<file path="config.mk">
export PLATFORM = sky130hd
export DESIGN_NAME = fetch_sequencer_flat
export DESIGN_NICKNAME = d
export VERILOG_FILES = /design/src/rtl/fetch_sequencer_if.sv /design/src/rtl/fetch_sequencer.sv /design/src/flat_wrapper.sv
export SDC_FILE = /design/constraint.sdc
export NUM_CORES = 1
export LEC_CHECK = 0
export CORE_MARGIN = 2
export CORE_UTILIZATION = 45
export CTS_BUF_LIST = sky130_fd_sc_hd__clkbuf_8
export CTS_CLUSTER_DIAMETER = 200
export DETAILED_ROUTE_END_ITERATION = 8
export PLACE_DENSITY = 0.78
export SLEW_MARGIN = 15
export SYNTH_ARGS = -nofsm -noshare
export SYNTH_HDL_FRONTEND = slang
export SYNTH_SLANG_ARGS = --single-unit
export TNS_END_PERCENT = 50
</file>
<file path="constraint.sdc">
create_clock -name clk -period 2.25 [get_ports clk]
set_input_delay 0.225 -clock clk [delete_from_list [all_inputs] [get_ports clk]]
set_output_delay 0.225 -clock clk [all_outputs]
set_load 0.005 [all_outputs]
</file>
<file path="src/rtl/fetch_sequencer_if.sv">
// ============================================================================
//  Module   : fetch_sequencer_if
//  Purpose  : Instruction-memory request/response bundle used by the fetch
//             sequencer (master) and the instruction memory (slave).
//  Revision : 1.0  initial release
// ============================================================================
`default_nettype none

interface fetch_sequencer_if #(
    parameter int N = 64
) ();
    logic         imem_req;
    logic [N-1:0] imem_addr;
    logic         imem_ready;
    logic [31:0]  imem_rdata;

    // Requester side: drives the request, receives the completion and data
    modport master (
        output imem_req,
        output imem_addr,
        input  imem_ready,
        input  imem_rdata
    );

    // Memory side: sees the request, returns completion and data
    modport slave (
        input  imem_req,
        input  imem_addr,
        output imem_ready,
        output imem_rdata
    );
endinterface

`default_nettype wire

</file>
<file path="src/rtl/fetch_sequencer.sv">
// ============================================================================
//  Module   : fetch_sequencer
//  Purpose  : LEGv8 fetch stage for variable-latency instruction memory.
//             Owns the PC, keeps one request outstanding at a time, delivers
//             instructions through an output register plus a one-entry skid
//             buffer, handles decode stalls, branch redirects (squashing an
//             in-flight fetch) and raises a sticky memory-timeout flag.
//  Revision : 1.0  initial release
// ============================================================================
`default_nettype none

module fetch_sequencer #(
    parameter int          N        = 64,
    parameter logic [N-1:0] RESET_PC = '0,
    parameter int          MAX_WAIT = 15
) (
    input  wire logic            clk,
    input  wire logic            reset,
    input  wire logic            PCSrc_F,
    input  wire logic [N-1:0]    PCBranch_F,
    input  wire logic            stall_D,
    fetch_sequencer_if.master    imem,
    output logic                 valid_F,
    output logic [31:0]          instr_F,
    output logic [N-1:0]         pc_F,
    output logic                 fetch_err
);

    typedef enum logic [1:0] {
        S_IDLE = 2'd0,
        S_REQ  = 2'd1,
        S_FULL = 2'd2
    } state_t;

    localparam logic [7:0]   c_MAX_WAIT = 8'(MAX_WAIT);
    localparam logic [N-1:0] c_PC_STEP  = N'(4);

    state_t       r_state;
    logic [N-1:0] r_pc;
    logic         r_valid;
    logic [31:0]  r_instr;
    logic [N-1:0] r_pc_out;
    logic         r_skid_valid;
    logic [31:0]  r_skid_instr;
    logic [N-1:0] r_skid_pc;
    logic         r_squash;
    logic [N-1:0] r_target;
    logic [7:0]   r_wait_cnt;
    logic         r_err;

    logic         w_consume;
    logic         w_out_free;

    // Decode takes the presented instruction on this edge
    assign w_consume  = r_valid && !stall_D;
    // Output register can accept a new word this edge (skid must be drained first
    // so that program order is preserved)
    assign w_out_free = (!r_valid || w_consume) && !r_skid_valid;

    // Request is driven straight from state/PC registers, so the address is
    // stable for as long as the request is held
    assign imem.imem_req  = (r_state == S_REQ);
    assign imem.imem_addr = r_pc;

    assign valid_F   = r_valid;
    assign instr_F   = r_instr;
    assign pc_F      = r_pc_out;
    assign fetch_err = r_err;

    // Fetch control: state, PC, output register, skid buffer, squash and timeout
    always_ff @(posedge clk or negedge reset) begin
        if (!reset) begin
            r_state      <= S_IDLE;
            r_pc         <= RESET_PC;
            r_valid      <= 1'b0;
            r_instr      <= '0;
            r_pc_out     <= '0;
            r_skid_valid <= 1'b0;
            r_skid_instr <= '0;
            r_skid_pc    <= '0;
            r_squash     <= 1'b0;
            r_target     <= '0;
            r_wait_cnt   <= '0;
            r_err        <= 1'b0;
        end else begin
            // A consumed word leaves the output unless something refills it below
            if (w_consume) begin
                r_valid <= 1'b0;
            end

            if (PCSrc_F) begin
                // Everything fetched before the redirect is stale
                r_valid      <= 1'b0;
                r_skid_valid <= 1'b0;
                if (r_state != S_REQ || imem.imem_ready) begin
                    // Nothing in flight (or it completes now and is dropped)
                    r_pc       <= PCBranch_F;
                    r_squash   <= 1'b0;
                    r_wait_cnt <= '0;
                    r_state    <= S_REQ;
                end else begin
                    // Request still pending: address must stay put, so remember
                    // where to go once the stale response returns
                    r_squash <= 1'b1;
                    r_target <= PCBranch_F;
                    if (r_wait_cnt != 8'hFF) begin
                        r_wait_cnt <= r_wait_cnt + 8'd1;
                    end
                    if (r_wait_cnt + 8'd1 >= c_MAX_WAIT) begin
                        r_err <= 1'b1;
                    end
                end
            end else begin
                case (r_state)
                    S_IDLE: begin
                        r_state <= S_REQ;
                    end
                    S_REQ: begin
                        if (imem.imem_ready) begin
                            r_wait_cnt <= '0;
                            if (r_squash) begin
                                // Stale response: drop it and chase the target
                                r_pc     <= r_target;
                                r_squash <= 1'b0;
                            end else begin
                                r_pc <= r_pc + c_PC_STEP;
                                if (w_out_free) begin
                                    r_valid  <= 1'b1;
                                    r_instr  <= imem.imem_rdata;
                                    r_pc_out <= r_pc;
                                end else begin
                                    r_skid_valid <= 1'b1;
                                    r_skid_instr <= imem.imem_rdata;
                                    r_skid_pc    <= r_pc;
                                    r_state      <= S_FULL;
                                end
                            end
                        end else begin
                            if (r_wait_cnt != 8'hFF) begin
                                r_wait_cnt <= r_wait_cnt + 8'd1;
                            end
                            if (r_wait_cnt + 8'd1 >= c_MAX_WAIT) begin
                                r_err <= 1'b1;
                            end
                        end
                    end
                    S_FULL: begin
                        // No new request until the skid word moves to the output
                        if (w_consume) begin
                            r_valid      <= 1'b1;
                            r_instr      <= r_skid_instr;
                            r_pc_out     <= r_skid_pc;
                            r_skid_valid <= 1'b0;
                            r_state      <= S_REQ;
                        end
                    end
                    default: begin
                        r_state <= S_IDLE;
                    end
                endcase
            end
        end
    end

endmodule

`default_nettype wire

</file>
<file path="src/flat_wrapper.sv">
// flat-port wrapper written by rule: the top's interface ports become plain ports
module fetch_sequencer_flat 
#(
    parameter int          N        = 64,
    parameter logic [N-1:0] RESET_PC = '0,
    parameter int          MAX_WAIT = 15
)
  (clk, reset, PCSrc_F, PCBranch_F, stall_D, valid_F, instr_F, pc_F, fetch_err, imem_imem_req, imem_imem_addr, imem_imem_ready, imem_imem_rdata);
  fetch_sequencer_if #(.N(N)) imem_i ();
  input  wire logic clk;
  input  wire logic reset;
  input  wire logic PCSrc_F;
  input  wire logic [N-1:0] PCBranch_F;
  input  wire logic stall_D;
  output logic valid_F;
  output logic [31:0] instr_F;
  output logic [N-1:0] pc_F;
  output logic fetch_err;
  output wire logic [$bits(imem_i.imem_req)-1:0] imem_imem_req;
  output wire logic [$bits(imem_i.imem_addr)-1:0] imem_imem_addr;
  input wire logic [$bits(imem_i.imem_ready)-1:0] imem_imem_ready;
  input wire logic [$bits(imem_i.imem_rdata)-1:0] imem_imem_rdata;
  assign imem_imem_req = imem_i.imem_req;
  assign imem_imem_addr = imem_i.imem_addr;
  assign imem_i.imem_ready = imem_imem_ready;
  assign imem_i.imem_rdata = imem_imem_rdata;
  fetch_sequencer #(.N(N), .RESET_PC(RESET_PC), .MAX_WAIT(MAX_WAIT)) u_core (.clk(clk), .reset(reset), .PCSrc_F(PCSrc_F), .PCBranch_F(PCBranch_F), .stall_D(stall_D), .imem(imem_i), .valid_F(valid_F), .instr_F(instr_F), .pc_F(pc_F), .fetch_err(fetch_err));
endmodule
</file>
==> metrics <==
status=finished, final reports clean; initial core utilization=45.6%; layout cells sized above 1=19.5%; Area Overhead vs Synth=31.8%; pin count of the biggest net entering global routing=73; sequential area share after synthesis=51.7%; drt via density=5.84; vias in the first global route=13377; average routed wire per standard cell=20.0 um; required time of the critical path=2.74 ns; minimum clock period=2.20 ns; setup slack after layout=0.0526 ns; Synth top area share=51.7%; via count=13592; die width=194 um; First-pass DRT Iterations=6; nature of the critical path endpoint=flop; Hold/Removal Path Class=primary input to async pin; Placement Cell Area=0.0201 sq mm; Worst EP arrival=2.69 ns; VDD IR max=0.863 mV; row count=69; Worst Skew=0.0269 ns; Post-synth ARST share=100%; Iter 0 DRT Violations=1121; H-tree depth=2; Distinct cells, synth=68; gr usage total=24.3%; grt total ovfl=0; Max-Cap Viols=0; Clock Path Buffers=3; Ports=264; CTS sink count=334; WS Path Type=flop to flop; Synth top cells by count=dfrtp_1, nor2_1, a21oi_1; Final Non-Filler Cells=2326; IO Port Bufs=263; Synth Area per Inst=10.8 sq um; Pwr per Cell Area=1360 mW/mm^2; RSZ-0062 raised after global routing=yes; Fin Hold WS=0.185 ns; Slew Limit Headroom=63.9%; Fill cells=2892; chip height=194 um; clock slew at reported path FFs=0.06 ns; CTS Root Cell=clkbuf_8; warnings from Yosys=0; EDFF count, synth=0; first-pass GRT wire length=73500 um; remaining antenna violation count=0; f_max=0.455 GHz; most frequent cell after synthesis=dfrtp_1; final instance area=0.0213 sq mm; CP Max Fanout=6; Startpoint Class=flop; Setup WS pre-CTS=-0.0547 ns; drt total wl=46500 um; dpl hpwl=33000 um; Synth area leader=dfrtp_1; TritonCTS Buffers=56; CTS tree=yes; Final Max Slew Viols=0; clk_lat worst skew=0.61 ns; Netlist Area Pre-Place=0.0162 sq mm; placed cells=2222; Top FF cell, synth=dfrtp_1; Final Hold Fails=0; ranking of synthesized cells by area=dfrtp_1, mux2_2, mux2i_1; Setup violations, final=0; Leak=8.84 nW; part of the cycle the worst path needs=97.7%; Net Count, Synth=1606; Worst-Margin Slew=0.541 ns; layout net count=1931; die area=0.0375 sq mm; # DRC=0; Core ar.=0.0355 sq mm; synthesized flop and latch total=334; Post-Syn Instances=1498; initial antenna violation count=3; GPL Wtd Cong=0.908; R2R Setup Slk=0.05 ns
## final timing paths
path / startpoint / endpoint / cells after the start
worst max-delay path: u_core.imem.imem_addr[2] / u_core.imem.imem_addr[58] / 6
worst min-delay path: reset / u_core.instr_F[2] / 2
worst max register to register: u_core.imem.imem_addr[2] / u_core.imem.imem_addr[58] / 6
worst min register to register: u_core.fetch_err / u_core.fetch_err / 1
max in group asynchronous: reset / u_core.r_state[0] / 3
min in group clk: PCSrc_F / u_core.r_state[1] / 3
## layout make-up
type | count | area [sq um] | area share (%)
Antenna cell | 3 | 7.51 | 0.0352
Clock buffer | 70 | 963 | 4.52
Clock inverter | 27 | 199 | 0.934
Inverter | 19 | 71.3 | 0.335
Multi-Input combinational cell | 1023 | 7290 | 34.2
Sequential cell | 334 | 8370 | 39.3
Tap cell | 461 | 577 | 2.71
Timing Repair Buffer | 389 | 3830 | 18.0
## metrics by stage
stage / setup TNS (ns) / utilization [%] / total power [mW]
6_report: 0 / 60.0 / 29.0
4_1_cts: 0 / 59.9 / 29.1
2_1_floorplan: 0 / - / 16.8
3_3_place_gp: 0 / 56.5 / 22.8
5_1_grt: -0.0426 / 60.0 / 30.8
3_5_place_dp: -2.77 / 56.5 / 23.4
## flip-flops by register name, indices dropped and copies added, names as in the netlist
register and flops:
u_core.pc_F 64, u_core.r_skid_valid 1, u_core.r_target 64, u_core.instr_F 32, u_core.fetch_err 1, u_core.r_skid_instr 32, u_core.r_wait_cnt 8, u_core.r_state 2
u_core.r_squash 1, u_core.valid_F 1, u_core.imem.imem_addr 64, u_core.r_skid_pc 64
## cells by family after synthesis
group	after synthesis	synth area share, %
AND/OR/NAND/NOR	391	12.3
buffers and inverters	141	3.71
AO/OA/AOI/OAI	363	14.3
multiplexers	262	17.5
adder cells (fa/ha/maj)	7	0.542
flip-flops	334	51.7
## layout by cell type, fill, tap and decap left out, drive strengths merged, types with 64 or more instances in the layout
cell type      count
dfrtp            334
clkdlybuf4s50    261
mux2             160
nor2             145
a21oi            136
buf              127
mux2i            102
nand2             72
clkbuf            70
o21ai             64
## what timing repair did
action,CTS,global route
setup endpoints to repair,1,17
pin swaps,0,4
hold buffers,1,0
gates resized for setup,2,12
setup buffers,0,3
endpoints found under the hold margin,65,0
## worst max-delay path, cell delays in order, from the launching register on
cell and delay, ns:
dfrtp_1 0.36, ha_1 0.18, and4_1 0.28, and4_1 0.42, nand4_1 0.36, mux2i_1 0.22
a211o_1 0.27
## metal layers
layer / vias to the layer above / GRT usage (%) / part of all wire (%)
met5: - / 0 / 0
met4: 0 / 10.0 / 3.7
met3: 110 / 4.52 / 7.4
met2: 587 / 37.2 / 45
met1: 6710 / 34.1 / 44
li1: 6185 / - / -
## where the power goes
part,switching (mW),total (mW),internal [mW]
Combinational,5.80,12.4,6.64
Clock,2.43,5.56,3.13
Sequential,2.16,11.0,8.85
Total,10.4,29.0,18.6
Note: power is estimated with default switching activity, not from simulation.
